===== config.mk =====
export PLATFORM = sky130hd
export DESIGN_NAME = stream_filter_ctrl
export DESIGN_NICKNAME = d
export VERILOG_FILES = /design/src/rtl/stream_filter_ctrl.sv
export SDC_FILE = /design/constraint.sdc
export NUM_CORES = 1
export LEC_CHECK = 0
export CAP_MARGIN = 0
export CORE_MARGIN = 5
export CORE_UTILIZATION = 40
export CTS_BUF_LIST = sky130_fd_sc_hd__clkbuf_8 sky130_fd_sc_hd__clkbuf_16
export DETAILED_ROUTE_END_ITERATION = 7
export HOLD_SLACK_MARGIN = 0.02
export PLACE_DENSITY = 0.65
export RECOVER_POWER = 25
export SLEW_MARGIN = 0
export SYNTH_ARGS = -nofsm -noshare
export SYNTH_HDL_FRONTEND = slang
export SYNTH_SLANG_ARGS = --single-unit

===== constraint.sdc =====
create_clock -name clk -period 4.8 [get_ports clk]
set_input_delay 0.96 -clock clk [delete_from_list [all_inputs] [get_ports clk]]
set_output_delay 0.96 -clock clk [all_outputs]
set_load 0.05 [all_outputs]

===== src/rtl/stream_filter_ctrl.sv =====
// stream_filter_ctrl
// Fetches one compressed filter from the weight SRAM and streams it to the PE
// weight buffer through a 2-entry output FIFO with valid/ready handshake.
//
// Ports
//   clk, rst                  clock, asynchronous active-low reset
//   req_valid/req_k/req_layer filter request (level), key = {req_layer, req_k}
//   cfg_layer_base            SRAM base address of the requested layer's filters
//   cfg_filter_len            compressed words per filter in that layer
//   mem_rd_en/mem_rd_addr     SRAM read strobe and address
//   mem_rd_data               SRAM read data, valid one cycle after mem_rd_en
//   wt_valid/wt_data/wt_last  weight stream to the PE (head of output FIFO)
//   wt_ready                  PE accepts the head word
//   stream_filter_finish      requested filter fully delivered (level)
module stream_filter_ctrl #(
  parameter int unsigned DATA_W  = 16,
  parameter int unsigned ADDR_W  = 12,
  parameter int unsigned K_W     = 6,
  parameter int unsigned LAYER_W = 3,
  parameter int unsigned CNT_W   = 10
) (
  input  logic               clk,
  input  logic               rst,
  input  logic               req_valid,
  input  logic [K_W-1:0]     req_k,
  input  logic [LAYER_W-1:0] req_layer,
  input  logic [ADDR_W-1:0]  cfg_layer_base,
  input  logic [CNT_W-1:0]   cfg_filter_len,
  output logic               mem_rd_en,
  output logic [ADDR_W-1:0]  mem_rd_addr,
  input  logic [DATA_W-1:0]  mem_rd_data,
  output logic               wt_valid,
  output logic [DATA_W-1:0]  wt_data,
  output logic               wt_last,
  input  logic               wt_ready,
  output logic               stream_filter_finish
);

  typedef enum logic [1:0] {IDLE, ISSUE, DRAIN, DONE} state_e;

  state_e                   r_state;
  logic [LAYER_W+K_W-1:0]   r_key;
  logic [CNT_W-1:0]         r_len;
  logic [CNT_W-1:0]         r_rd_cnt;
  logic [ADDR_W-1:0]        r_addr;
  logic                     r_inflight;
  logic                     r_inflight_last;
  logic [1:0]               r_cnt;
  logic [DATA_W-1:0]        r_data0;
  logic [DATA_W-1:0]        r_data1;
  logic                     r_last0;
  logic                     r_last1;

  logic [LAYER_W+K_W-1:0]   w_key;
  logic [ADDR_W-1:0]        w_k_ext;
  logic [ADDR_W-1:0]        w_len_ext;
  logic [ADDR_W-1:0]        w_start;
  logic                     w_accept;
  logic                     w_pop;
  logic                     w_push;
  logic [2:0]               w_occ;
  logic                     w_rd_en;
  logic                     w_rd_last;
  logic [1:0]               w_cnt_nxt;
  logic [1:0]               w_wr_idx;

  assign w_key     = {req_layer, req_k};
  // Operands widened to ADDR_W first so the product wraps modulo 2^ADDR_W.
  assign w_k_ext   = ADDR_W'(req_k);
  assign w_len_ext = ADDR_W'(cfg_filter_len);
  assign w_start   = cfg_layer_base + w_k_ext * w_len_ext;

  assign w_accept  = req_valid &&
                     ((r_state == IDLE) || ((r_state == DONE) && (w_key != r_key)));

  assign w_pop     = (r_cnt != 2'd0) && wt_ready;
  assign w_push    = r_inflight;
  // Slots committed after this cycle's pop; a new read is allowed only if it
  // still fits, so the FIFO can never overflow when the data returns.
  assign w_occ     = {1'b0, r_cnt} + {2'b00, r_inflight} - {2'b00, w_pop};
  assign w_rd_en   = (r_state == ISSUE) && (w_occ < 3'd2);
  assign w_rd_last = (r_rd_cnt == r_len - CNT_W'(1));
  assign w_cnt_nxt = r_cnt + {1'b0, w_push} - {1'b0, w_pop};
  // Push lands behind whatever survives this cycle's pop.
  assign w_wr_idx  = r_cnt - {1'b0, w_pop};

  always_ff @(posedge clk or negedge rst) begin
    if (!rst) begin
      r_state         <= IDLE;
      r_key           <= '0;
      r_len           <= '0;
      r_rd_cnt        <= '0;
      r_addr          <= '0;
      r_inflight      <= 1'b0;
      r_inflight_last <= 1'b0;
      r_cnt           <= 2'd0;
      r_data0         <= '0;
      r_data1         <= '0;
      r_last0         <= 1'b0;
      r_last1         <= 1'b0;
    end else begin
      r_inflight      <= w_rd_en;
      r_inflight_last <= w_rd_en && w_rd_last;

      if (w_rd_en) begin
        r_addr   <= r_addr + ADDR_W'(1);
        r_rd_cnt <= r_rd_cnt + CNT_W'(1);
      end

      // Head shifts on pop; a same-cycle push into entry 0 overrides the shift.
      if (w_pop) begin
        r_data0 <= r_data1;
        r_last0 <= r_last1;
      end
      if (w_push) begin
        if (w_wr_idx == 2'd0) begin
          r_data0 <= mem_rd_data;
          r_last0 <= r_inflight_last;
        end else begin
          r_data1 <= mem_rd_data;
          r_last1 <= r_inflight_last;
        end
      end
      r_cnt <= w_cnt_nxt;

      case (r_state)
        IDLE, DONE: begin
          if (w_accept) begin
            r_key    <= w_key;
            r_len    <= cfg_filter_len;
            r_addr   <= w_start;
            r_rd_cnt <= '0;
            r_state  <= (cfg_filter_len == '0) ? DONE : ISSUE;
          end
        end
        ISSUE: begin
          if (w_rd_en && w_rd_last) r_state <= DRAIN;
        end
        DRAIN: begin
          // Look at post-pop occupancy so finish rises right after the last transfer.
          if ((w_cnt_nxt == 2'd0) && !r_inflight) r_state <= DONE;
        end
        default: r_state <= IDLE;
      endcase
    end
  end

  assign mem_rd_en            = w_rd_en;
  assign mem_rd_addr          = r_addr;
  assign wt_valid             = (r_cnt != 2'd0);
  assign wt_data              = r_data0;
  assign wt_last              = r_last0;
  assign stream_filter_finish = (r_state == DONE);

endmodule


Yosys cells after proc, flatten, opt, wreduce, memory -nomap -nowiden
Cells that the tools add are included.
{ "word_totals": {"register_bits": 81, "latch_bits": 0, "ramBits": 0, "rom_bits": 0, "in_bits": 51, "out_inout_bits": 32, "elab_cells": 66, "memories": 0} }
{ "op_classes": {"add_sub_neg": 9, "mul": 1, "div": 0, "magnitude_cmp": 1, "n_eq_ne": 8, "n_shift": 0, "n_mux": 17, "n_bitwise": 1, "reduce_logical": 17} }
{ "ops": {"columns": ["operator", "count"], "rows": [
  ["$mux W16", 3],
  ["$mux W12", 3],
  ["$mux W10", 3],
  ["$add A12 B1 Y12 const B", 1],
  ["$add A12 B12 Y12", 1],
  ["$mul A6 B10 Y12", 1],
  ["$add A10 B1 Y10 const B", 1],
  ["$eq A10 B10 Y1", 1],
  ["$logic_not A10 Y1", 1],
  ["$sub A10 B1 Y10 const B", 1],
  ["$ne A9 B9 Y1", 1],
  ["$mux W2", 4],
  ["$logic_and A1 B1 Y1", 6],
  ["$logic_not A2 Y1", 3],
  ["$pmux W2 S3", 1],
  ["$eq A2 B2 Y1 const B", 2],
  ["$ne A2 B2 Y1 const B", 2],
  ["$reduce_and A2 Y1", 2],
  ["$sub A2 B1 Y2", 2],
  ["$add A2 B1 Y3", 1],
  ["$lt A3 B2 Y1 const B", 1],
  ["$mux W1", 3],
  ["$reduce_and A3 Y1", 1],
  ["$sub A3 B1 Y3", 1],
  ["8 further kinds", 8]
]} }

Longest topological paths before layout
{ "logic_depth": {"depth_word": 8, "mapped_depth": 18, "ltp_nobuf": 17} }

Least setup slack after synthesis
Ideal clock, no wire load.
{ "synth_path": {"kind": "in2out", "from": "input wt_ready", "to": "output mem_rd_en", "t_arrival_ps": 3921, "t_required_ps": 3840, "setup_slack_ps": -81, "path_stages": 11, "n_path_buf": 2, "path_cell_list": "nand2_1 > clkbuf_1 > inv_1 > ha_1 > inv_1 > ha_1 > inv_1 > fa_1 > inv_1 > nor3_1 > clkbuf_1"} }
{ "synth_between": {"elab_chain_len": 4} }
{ "synth_lines": {"columns": ["element", "line", "text"], "rows": [
  ["start: declaration", "35", "input logic wt_ready,"],
  ["$logic_and A1 B1 Y1", "76", "assign w_pop = (r_cnt != 2'd0) && wt_ready;"],
  ["$sub A3 B1 Y3", "80", "assign w_occ = {1'b0, r_cnt} + {2'b00, r_inflight} - {2'b00, w_pop};"],
  ["$lt A3 B2 Y1", "81", "assign w_rd_en = (r_state == ISSUE) && (w_occ < 3'd2);"],
  ["$logic_and A1 B1 Y1", "81", null],
  ["end: declaration", "29", "output logic mem_rd_en,"]
]} }
No other way between the ends.

Worst setup path in the final report
{ "layout_path": {"from": "input cfg_filter_len[3]", "to": "register r_addr[11] (netlist: mem_rd_addr[11])"} }
{ "layout_between": {"elab_chain_len": 4} }
{ "layout_lines": {"columns": ["element", "line", "text"], "rows": [
  ["start: declaration", "28", "input logic [CNT_W-1:0] cfg_filter_len,"],
  ["$mul A6 B10 Y12", "71", "assign w_start = cfg_layer_base + w_k_ext * w_len_ext;"],
  ["$add A12 B12 Y12", "71", null],
  ["$mux W12", "128", "if (w_accept) begin"],
  ["$mux W12", "126", "case (r_state)"],
  ["end signal: assignment", "106", "r_addr <= r_addr + ADDR_W'(1);"],
  ["end signal: assignment", "131", "r_addr <= w_start;"],
  ["end: declaration", "45", "logic [ADDR_W-1:0] r_addr;"]
]} }
No other way between the ends.
A chain may end at the register's enable or synchronous reset.

==> results.yml <==
final_layout:
  final_cell_mix: "dfrtp_1 (81), clkdlybuf4s50_1 (67), inv_1 (58), nand2_1 (53), and2_1 (41)"
  fin_nets: 805
  final_cells: 874
  fill_cells: 1318
  design_area_sq_um: 7510
  antenna_cells: 0
  layout_commonest_cell: "dfrtp_1"
  multi_input_area_sq_um: 3680
  syn_to_final_growth_pct: 27.9
  drive_gt1_share_pct: 16.5
  fin_util_pct: 51.9
  regArea_sq_um: 2030
pwr:
  power_frac_clock_pct: 13.7
  switching_share_pct: 43.7
  p_per_area_nw_per_um2: 615
  pwr-share-comb_pct: 59.7
  p_leak_uw: 0.00334
  peakVddDrop_v: 0.000330
  p_int_uw: 2600
  p_total_uw: 4620
  seq_power_share_pct: 26.6
  netSwitchingPower_uw: 2020
logic_synthesis:
  ys_types: 48
  synth.net_count: 696
  yosys.area.top_type: "dfrtp_1"
  synth_edf_count: 0
  async_flop_share_pct: 100
  syn_area_sq_um: 5870
  syn_inst: 577
  yosysTopAreaCellShare_pct: 34.5
  yosysSeqAreaShare_pct: 34.5
  synth.avg_cell_area_sq_um: 10.2
  yosysWarnings: 0
  ys_ff_latch: 81
  synthTopCellsByArea: "dfrtp_1 (35%), fa_1 (13%), ha_1 (6.6%)"
  ys.flop_type: "dfrtp_1"
die:
  io_pins: 83
  die_area_sq_um: 17200
  chipWidth_microns: 131
  die_h_microns: 131
  rows: 44
  start_util_pct: 40.6
  core_area_sq_um: 14500
worst_setup_path:
  critical_path.max_stage_delay_ns: 0.55
  slowest_stage: "fa_1"
  required_ns: 5.01
  start_kind: "input port"
  critical_path.max_fanout: 3
  endpoint_kind: "flop"
  crit_type: "input port to flop"
  worst_ep_arrival_time_ns: 4.91
  crit_top_cell: "fa_1"
  path_cells: "dlygate4sd2_1 -> and2_4 -> fa_1 -> inv_1 -> fa_1 -> inv_2 -> fa_1 -> inv_1 -> fa_1 -> inv_2 -> ha_4 -> o21a_4 -> a21boi_4 -> nor3_4 -> o21bai_2 -> a41oi_2 -> xnor2_1 -> mux2i_1"
sta:
  skew_ns: 0.00977
  tightest_slew_ns: 2.03
  setup_viol: 0
  finalCritPeriodShare_pct: 97.8
  slew-limit-headroom_pct: -35.2
  max_freq_mhz: 213
  hold_violations: 0
  finalMaxSlewViolations: 82
  setup_ws_ns: 0.104
  finalCriticalPeriod_ns: 4.70
detailed_routing:
  vias: 4393
  wl_per_cell_microns: 14.8
  drt_first_iter_violations: 204
  drt_first_pass_iters: 4
  drc: 0
  drt_wl_total_microns: 12900
  drt.antenna.violating_nets: 0
  vias_per_cell: 5.03
global_route:
  grt_overflow_total: 0
  grt_pass1_wl_microns: 22000
  grt_pass1_vias: 4656
  grtUsageTotal_pct: 15.1
  antenna_found_initial: 0
  grt_max_degree: 82
clock_tree:
  clk_path_buf_depth: 2
  cts_buffers: 9
  worst_setup_hold_path_clk_slew_ns: 0.06
  htree_levels: 3
  cts-root-buf: "clkbuf_16"
  cts_tree: "built"
  clock_sinks: 81
  clk_latency_ns: 0.34
status:
  status: "finished, violations left"
  failed_checks: "capacitance limit, slew limit"
placement:
  gp_congestion: 0.834
  dpl_cell_area_sq_um: 7120
  dp.cells: 857
  io_buffers: 82
  place_hpwl_microns: 9690
  pre_cts_slack_ns: -0.725
flow_run:
  maxCapViolCount: 1
min_path:
  min_path_type: "flop to flop"
[cells by family after synthesis]
group	synth area share, %
muxes	10.6
DFF	34.5
xor gates and xnor gates	8.35
buffers and inverters	5.05
adders and majority gates	19.2
and+or+nand+nor	15.3
AOI/OAI and AO/OA	7.01
[flip-flops by register name, summed over array words and instances (netlist names), 2 cells and up]
| signal | cells |
|---|---|
| mem_rd_addr | 12 |
| r_len | 10 |
| wt_data | 16 |
| r_data1 | 16 |
| r_rd_cnt | 10 |
| r_key | 9 |
| r_cnt | 2 |
| r_state | 2 |
[routing by layer]
layer | GRT usage, % | part of all wire, %
met5 | 0 | 0
met4 | 6.58 | 2.4
met3 | 3.06 | 3.6
met2 | 24.8 | 49
met1 | 19.4 | 45
[area by class of cell]
type | count | share of cell area [%]
well taps | 184 | 3.07
inverters | 59 | 2.95
flip-flops and latches | 81 | 27.0
clock inverters | 5 | 0.433
clock buffers | 10 | 3.18
repair buffers | 117 | 14.3
multi-input cells | 418 | 49.0
[power by group through the flow]
stage	clock, uW	sequential, uW	combinational, uW
after floorplan	0	1600	1430
after global placement	0	1220	2550
after detailed placement	0	1240	2610
after CTS	651	1230	2670
after global routing	674	1270	3020
final	634	1230	2750
[through the flow]
step | hold slack (ns) | TNS [ns]
after global placement | 0.462 | -2.57
after floorplan | 0.446 | -0.0161
final | 0.496 | 0
after detailed placement | 0.491 | -3.09
after global routing | 0.522 | -0.0438
after CTS | 0.505 | 0
[critical path: cells and delay by family]
| kind | cells | cell delay (ns) |
|---|---|---|
| compound gates | 4 | 0.66 |
| simple gates | 2 | 0.21 |
| fa+ha+maj | 5 | 2.35 |
| mux | 1 | 0.10 |
| buf+inv | 5 | 0.43 |
| xor+xnor | 1 | 0.18 |
[synthesized netlist by cell type (2+ instances only)]
library cell / count
and3_1: 5
nor2b_1: 3
nor2_1: 24
a21oi_1: 9
nand2_1: 53
xnor2_1: 38
dfrtp_1: 81
buf_2: 3
fa_1: 37
inv_1: 59
or3_1: 7
o21ai_0: 35
nor4_1: 4
nor3b_1: 2
nor3_1: 6
xor2_1: 18
mux2i_1: 24
ha_1: 31
and2_1: 44
nand3b_1: 3
mux2_2: 34
clkbuf_1: 15
o2111ai_1: 2
o21bai_1: 3
nand4_1: 9
nand3_1: 6
[final timing paths]
| kind | start | depth (start not counted) | slack [ns] | to |
|---|---|---|---|---|
| worst min register to register | r_inflight_last | 2 | 0.50 | wt_last |
| min in group asynchronous | rst | 1 | 1.19 | r_data1[10] |
| max in group asynchronous | rst | 1 | 2.41 | r_key[1] |
| worst max register to register | r_cnt[1] | 16 | 1.46 | r_state[0] |
| worst min-delay path | r_inflight_last | 2 | 0.50 | wt_last |
| worst max-delay path | cfg_filter_len[3] | 18 | 0.10 | mem_rd_addr[11] |
[timing repair]
item,CTS,global route
endpoints found under the setup margin,5,4
resized for setup,25,15
pin swaps,10,11
hold buffers,0,0
setup buffers,1,1
Power figures use the tool's default switching activity.
